--- config.mk ---
export PLATFORM = sky130hd
export DESIGN_NAME = frame_buff_wr_ctrl
export DESIGN_NICKNAME = d
export VERILOG_FILES = /design/src/rtl/frame_buff_pkg.sv /design/src/rtl/cam_edge_det.sv /design/src/rtl/frame_buff_wr_ctrl.sv
export SDC_FILE = /design/constraint.sdc
export NUM_CORES = 1
export LEC_CHECK = 0
export CAP_MARGIN = 20
export CORE_UTILIZATION = 49
export CTS_CLUSTER_DIAMETER = 50
export DETAILED_ROUTE_END_ITERATION = 10
export HOLD_SLACK_MARGIN = 0.15
export PLACE_DENSITY = 0.76
export SYNTH_ARGS = -nofsm -noshare
export SYNTH_HDL_FRONTEND = slang
export SYNTH_SLANG_ARGS = --single-unit
--- constraint.sdc ---
create_clock -name clk -period 2.6 [get_ports clk]
set_clock_uncertainty 0.15 [all_clocks]
set_input_delay 0.39 -clock clk [delete_from_list [all_inputs] [get_ports clk]]
set_output_delay 0.39 -clock clk [all_outputs]
set_load 0.05 [all_outputs]
--- src/rtl/frame_buff_pkg.sv ---
// Shared definitions for the 128x128 RGB444 frame buffer write side:
// default source/window geometry, buffer word width, FSM state encoding
// and the RGB565 -> RGB444 packing function.
package frame_buff_pkg;

  // Default geometry: centred 128x128 window inside a 320x240 QVGA frame.
  localparam int SRC_COLS = 320;
  localparam int SRC_ROWS = 240;
  localparam int IMG_COLS = 128;
  localparam int IMG_ROWS = 128;
  localparam int COL_OFS  = 96;
  localparam int ROW_OFS  = 56;
  localparam int NB_ADDR  = 14;

  // Buffer word: R4 G4 B4.
  localparam int C_NB_BUF = 12;

  typedef enum logic [1:0] {
    ST_IDLE    = 2'd0,
    ST_WAIT_VS = 2'd1,
    ST_SYNC    = 2'd2,
    ST_CAPTURE = 2'd3
  } state_t;

  // Camera sends RRRRRGGG then GGGBBBBB; keep the top bits of each channel.
  function automatic logic [C_NB_BUF-1:0] rgb565_to_444(input logic [7:0] b_hi,
                                                        input logic [7:0] b_lo);
    return {b_hi[7:4], b_hi[2:0], b_lo[7], b_lo[4:1]};
  endfunction

endpackage

--- src/rtl/cam_edge_det.sv ---
// Registered edge detector for a camera sync line already in the clk domain.
// Ports:
//   clk, rst  - clock and asynchronous active-high reset
//   sig       - level input
//   rise/fall - one-cycle pulses, valid in the cycle the new level is seen
module cam_edge_det (
  input  logic clk,
  input  logic rst,
  input  logic sig,
  output logic rise,
  output logic fall
);

  logic sig_q;

  always_ff @(posedge clk or posedge rst) begin
    if (rst) begin
      sig_q <= 1'b0;
    end else begin
      // NOTE: non-blocking for every flop so all registers update from
      // pre-edge values regardless of block ordering.
      sig_q <= sig;
    end
  end

  assign rise = sig & ~sig_q;
  assign fall = ~sig & sig_q;

endmodule

--- src/rtl/frame_buff_wr_ctrl.sv ---
// Write-side sequencer for the RGB444 frame buffer. Takes the byte-serial
// RGB565 camera stream, crops a window out of the source frame, packs each
// pixel to 12 bits and writes it to the buffer. Captures are single-shot
// (armed by start) or continuous (cfg_cont), always starting on a frame
// boundary so the reader only ever sees whole frames.
// Ports:
//   clk, rst                  - clock, asynchronous active-high reset
//   cam_vsync/href/bvld/byte  - camera stream (already clk-synchronous)
//   cfg_cont, start           - capture mode and arm pulse
//   wea, addra, dina          - buffer write port
//   busy                      - armed or capturing
//   frame_done, frame_err     - frame complete / aborted pulses
//   frame_cnt                 - completed frames, wrapping
module frame_buff_wr_ctrl
  import frame_buff_pkg::*;
#(
  parameter int C_SRC_COLS = SRC_COLS,
  parameter int C_SRC_ROWS = SRC_ROWS,
  parameter int C_IMG_COLS = IMG_COLS,
  parameter int C_IMG_ROWS = IMG_ROWS,
  parameter int C_COL_OFS  = COL_OFS,
  parameter int C_ROW_OFS  = ROW_OFS,
  parameter int C_NB_ADDR  = NB_ADDR
) (
  input  logic                 clk,
  input  logic                 rst,
  input  logic                 cam_vsync,
  input  logic                 cam_href,
  input  logic                 cam_bvld,
  input  logic [7:0]           cam_byte,
  input  logic                 cfg_cont,
  input  logic                 start,
  output logic                 wea,
  output logic [C_NB_ADDR-1:0] addra,
  output logic [C_NB_BUF-1:0]  dina,
  output logic                 busy,
  output logic                 frame_done,
  output logic                 frame_err,
  output logic [7:0]           frame_cnt
);

  localparam int COL_W = $clog2(C_SRC_COLS + 1);
  localparam int ROW_W = $clog2(C_SRC_ROWS + 1);

  localparam logic [COL_W-1:0]     COL_LO    = COL_W'(C_COL_OFS);
  localparam logic [COL_W-1:0]     COL_HI    = COL_W'(C_COL_OFS + C_IMG_COLS);
  localparam logic [ROW_W-1:0]     ROW_LO    = ROW_W'(C_ROW_OFS);
  localparam logic [ROW_W-1:0]     ROW_HI    = ROW_W'(C_ROW_OFS + C_IMG_ROWS);
  localparam logic [C_NB_ADDR-1:0] LAST_ADDR = C_NB_ADDR'(C_IMG_COLS * C_IMG_ROWS - 1);

  state_t state, state_nxt;

  logic vs_rise, vs_fall, hr_rise, hr_fall;

  logic [COL_W-1:0]     src_col;
  logic [ROW_W-1:0]     src_row;
  logic                 phase;
  logic [7:0]           byte_hi;
  logic [C_NB_ADDR-1:0] wr_addr;

  logic byte_ok, phase_eff, in_win, pix_wr, last_wr;

  cam_edge_det u_vs_edge (
    .clk  (clk),
    .rst  (rst),
    .sig  (cam_vsync),
    .rise (vs_rise),
    .fall (vs_fall)
  );

  cam_edge_det u_hr_edge (
    .clk  (clk),
    .rst  (rst),
    .sig  (cam_href),
    .rise (hr_rise),
    .fall (hr_fall)
  );

  // A byte only counts while the line is valid; a strobe coinciding with the
  // href falling edge has href low and is dropped here.
  assign byte_ok   = (state == ST_CAPTURE) && cam_bvld && cam_href;
  // Every line starts on a high byte, whatever phase was left behind.
  assign phase_eff = hr_rise ? 1'b0 : phase;
  assign in_win    = (src_row >= ROW_LO) && (src_row < ROW_HI) &&
                     (src_col >= COL_LO) && (src_col < COL_HI);
  assign pix_wr    = byte_ok && phase_eff && in_win;
  assign last_wr   = pix_wr && (wr_addr == LAST_ADDR);

  assign busy = (state != ST_IDLE);

  always_ff @(posedge clk or posedge rst) begin
    if (rst) state <= ST_IDLE;
    else     state <= state_nxt;
  end

  always_comb begin
    // NOTE: default first so every path assigns state_nxt and no latch forms.
    state_nxt = state;
    case (state)
      ST_IDLE:    if (start || cfg_cont) state_nxt = ST_WAIT_VS;
      // Level check: only arm once blanking is seen, never mid-frame.
      ST_WAIT_VS: if (cam_vsync) state_nxt = ST_SYNC;
      ST_SYNC:    if (vs_fall) state_nxt = ST_CAPTURE;
      ST_CAPTURE: begin
        if (last_wr)      state_nxt = cfg_cont ? ST_WAIT_VS : ST_IDLE;
        else if (vs_rise) state_nxt = cfg_cont ? ST_SYNC : ST_IDLE;
      end
      default:    state_nxt = ST_IDLE;
    endcase
  end

  always_ff @(posedge clk or posedge rst) begin
    if (rst) begin
      src_col    <= '0;
      src_row    <= '0;
      phase      <= 1'b0;
      byte_hi    <= '0;
      wr_addr    <= '0;
      wea        <= 1'b0;
      addra      <= '0;
      dina       <= '0;
      frame_done <= 1'b0;
      frame_err  <= 1'b0;
      frame_cnt  <= '0;
    end else begin
      wea        <= 1'b0;
      frame_done <= 1'b0;
      frame_err  <= 1'b0;

      // Counters are held clear outside CAPTURE, so entering CAPTURE on the
      // vsync falling edge always starts at row 0, column 0, address 0.
      if (state != ST_CAPTURE) begin
        src_col <= '0;
        src_row <= '0;
        phase   <= 1'b0;
        wr_addr <= '0;
      end else if (hr_fall) begin
        // Line end; an odd trailing high byte is simply forgotten.
        src_col <= '0;
        src_row <= src_row + 1'b1;
        phase   <= 1'b0;
      end else if (byte_ok) begin
        phase <= ~phase_eff;
        if (!phase_eff) begin
          byte_hi <= cam_byte;
        end else begin
          src_col <= src_col + 1'b1;
          if (in_win) begin
            wea     <= 1'b1;
            addra   <= wr_addr;
            dina    <= rgb565_to_444(byte_hi, cam_byte);
            wr_addr <= wr_addr + 1'b1;
          end
        end
      end

      if (last_wr) begin
        frame_done <= 1'b1;
        frame_cnt  <= frame_cnt + 1'b1;
      end

      if ((state == ST_CAPTURE) && vs_rise && !last_wr) frame_err <= 1'b1;
    end
  end

endmodule
==> flow_summary_export.csv <==
group,metric,value,unit
power,p_total,2830,µW
logic_synthesis,yosysWarnings,0,
global_routing,antenna_found_initial,0,
logic_synthesis,synth_area_leaders,"dfrtp_1, mux2_2, xnor2_1, xor2_1, nor2_1",
cells_and_area,drive_gt1_share,17.8,%
floorplanning,fp.coreArea,7250,µm²
setup_path,endpoint_kind,"output pin",
floorplanning,start_util,50.5,%
drt,avgRoutedWirePerCell,14.2,µm
drt,first_iter_violations,190,
floorplanning,pin_count,53,
logic_synthesis,ys_async_sr_fraction,100,%
hold_path,holdCritPathClass,"input pin to asynchronous set/reset pin",
logic_synthesis,synth_edf_count,0,
sta,fin_crit_sh,93.7,%
clock_tree,cts_inserted_buffers,9,
power,p_sw,768,µW
setup_path,rr_startpoint,"src_col[6]",
placement,dp_hpwl,4560,µm
power,pwr-share-seq,49.4,%
clock_tree,path_clk_slew,80,ps
sta,timing.slew.headroom,64.4,%
power,power.internal,2060,µW
clock_tree,cts_tree,"done",
setup_path,path_buf_inv,1,
logic_synthesis,syn-num-nets,338,
logic_synthesis,seq_area_frac_synth,54.7,%
cells_and_area,fin_nets,398,
drt,antenna_left,0,
power,ir_worst_vdd,0.384,mV
sta,finalHoldViolCount,0,
sta,tightest_slew,532,ps
logic_synthesis,synth_largest_area_cell,"dfrtp_1",
cells_and_area,layout_commonest_cell,"dfrtp_1",
setup_path,crit_arrival,1900,ps
drt,drt_pre_antenna_iters,4,
placement,numPortBuffers,52,
cells_and_area,stdcell_area,4560,µm²
drt,vias,2525,
setup_path,crit_type,"flip-flop to output pin",
logic_synthesis,synthCells,317,
setup_path,r2r_slack,510,ps
sta,rsz0062_at_grt,"no",
setup_path,cp_slowest_stage_delay,710,ps
logic_synthesis,yosys_most_used_dff,"dfrtp_1",
clock_tree,cts_sinks,80,
clock_tree,insertion_delay,350,ps
clock_tree,cts_resized,0,
placement,routabilityCongestion,0.813,
placement,placed_area,4340,µm²
outcome,outcome,"complete, no violations",
global_routing,grt_usage,20.1,%
sta,fmax,0.410,GHz
sta,finalSetupViolCount,0,
logic_synthesis,synth.distinct_cells,42,
setup_path,crit_path_top_delay_cell,"clkdlybuf4s50_1",
sta,final_max_slew_viol_count,0,
setup_path,path_delay_family,"buffers and inverters",
global_routing,grt_overflow_total,0,
power,total_leakage_power,0.00206,µW
run,cap_viol_max_count,0,
setup_path,crit_fanout,10,
cells_and_area,final_util,62.9,%
drt,drc,0,
sta,tns,0,ps
clock_tree,cts.path.max_buffers,2,
cells_and_area,mostFrequentLayoutCells,"dfrtp_1, clkdlybuf4s50_1, mux2_2",
setup_path,crit_chain,"or2_2 > clkdlybuf4s50_1",
clock_tree,cts_max_level,3,
logic_synthesis,syn_avg_cell_area,11.6,µm²
setup_path,worst_ep_required_time,2060,ps
clock_tree,clock-root-buffer,"clkbuf_8",
logic_synthesis,yosys.area.top_type_share,54.7,%
setup_path,worstSetupStartpointType,"flip-flop",
setup_path,worstRegToRegCells,4,
global_routing,grt_pass1_wl,11800,µm
setup_path,r2r_end,"frame_cnt[1]",
power,power_density,621,nW/µm²
global_routing,grt_max_degree,60,
sta,period_needed,2440,ps
floorplanning,row_count,31,
cells_and_area,areaGrowthSynthToFinish,24.5,%
logic_synthesis,synth_area,3660,µm²
logic_synthesis,ys_ff_latch,80,
drt,via_per_inst,5.26,
floorplanning,die_h,88.5,µm
drt,routed_wl,6820,µm
floorplanning,dieArea,7820,µm²
power,p_comb_share,14.9,%
clock_tree,holdBufCountCts,0,
power,pwr-share-clk,35.7,%
clock_tree,postCtsSetupRepairBufs,0,
floorplanning,fp.dieW,88.5,µm
global_routing,grt_pass1_vias,2487,
cells_and_area,diodes,0,
power,netSwitchingFraction,27.1,%
## cell type report
| class | instances | area, µm² |
|---|---|---|
| tap | 99 | 124 |
| inverter | 9 | 35.0 |
| clock inverter | 5 | 81.3 |
| sequential | 80 | 2000 |
| multi-input combinational | 216 | 1570 |
| timing repair buffer | 61 | 613 |
| fill | 596 | 2690 |
| clock buffer | 10 | 138 |
## synth_stat cells, types with 2 or more instances
library cell and number:
xor2_1 15, dfrtp_1 80, and4_1 2, o21ai_0 9, nand4b_1 3, nor2_1 30
nand3_1 10, buf_2 5, and2_1 6, a21bo_2 2, mux2_2 34, nand2_1 20
and3_1 10, ha_1 6, nor2b_1 5, and4_2 2, inv_1 9, nand4_1 16
a21oi_1 6, xnor2_1 15, nor3_1 5, clkbuf_1 6, nor3b_1 2
## flip-flops by register name (all words and copies together) (netlist names)
register	count
addra	14
byte_hi	7
dina	12
frame_cnt	8
frame_done	1
frame_err	1
phase	1
src_col	9
src_row	8
state	2
u_hr_edge.sig_q	1
u_vs_edge.sig_q	1
wea	1
wr_addr	14
## worst register-to-register path, delay by kind of cell, from the launching register on
family / cells / cell delay (ps)
AO/OA/AOI/OAI: 2 / 610
flip-flops: 1 / 460
multiplexers: 1 / 360
AND/OR/NAND/NOR: 1 / 400
## how the worst max path moves through the flow
stage                     startpoint        to  slack [ps]  cells past startpoint
after global routing        state[1]      busy         100                      2
after global placement      cam_href   dina[5]         280                      6
final                       state[1]      busy         160                      2
after CTS                   state[1]      busy         140                      2
after detailed placement    cam_href   dina[8]         220                      6
after floorplan                  rst  addra[0]           8                      1
## routing by layer
metal,vias up,wire length (µm),track usage [%]
li1,1221,-,-
met3,5,350,6.34
met1,1247,3210,27.0
met2,52,3180,30.6
met5,-,0,0
met4,0,85,7.77
## through the flow
step | setup WS (ps) | instances | hold slack, ps
2_1_floorplan | 8.26 | 317 | 271
3_3_place_gp | 276 | 465 | 317
3_5_place_dp | 218 | 465 | 313
4_1_cts | 143 | 480 | 181
5_1_grt | 95.9 | 480 | 198
6_report | 163 | 480 | 182
## power by group through the flow
stage          combinational (µW)  sequential (µW)  clock [µW]
4_1_cts                       429             1400        1040
5_1_grt                       470             1420        1090
3_5_place_dp                  427             1420           0
6_report                      422             1400        1010
2_1_floorplan                 317             1390           0
3_3_place_gp                  418             1420           0
## cell families (layout without fill, tap and decap cells)
logic type                 after synthesis  in the layout  share of synthesized area (%)
AOI/OAI and AO/OA                       26             26                           4.99
muxes                                   35             35                           10.7
and+or+nand+nor                        118            118                           17.6
adders and majority gates                7              7                           2.32
xor gates and xnor gates                30             30                           7.17
DFF                                     80             80                           54.7
buffers and inverters                   21             85                           2.53
(Power assumes the default switching activity.)
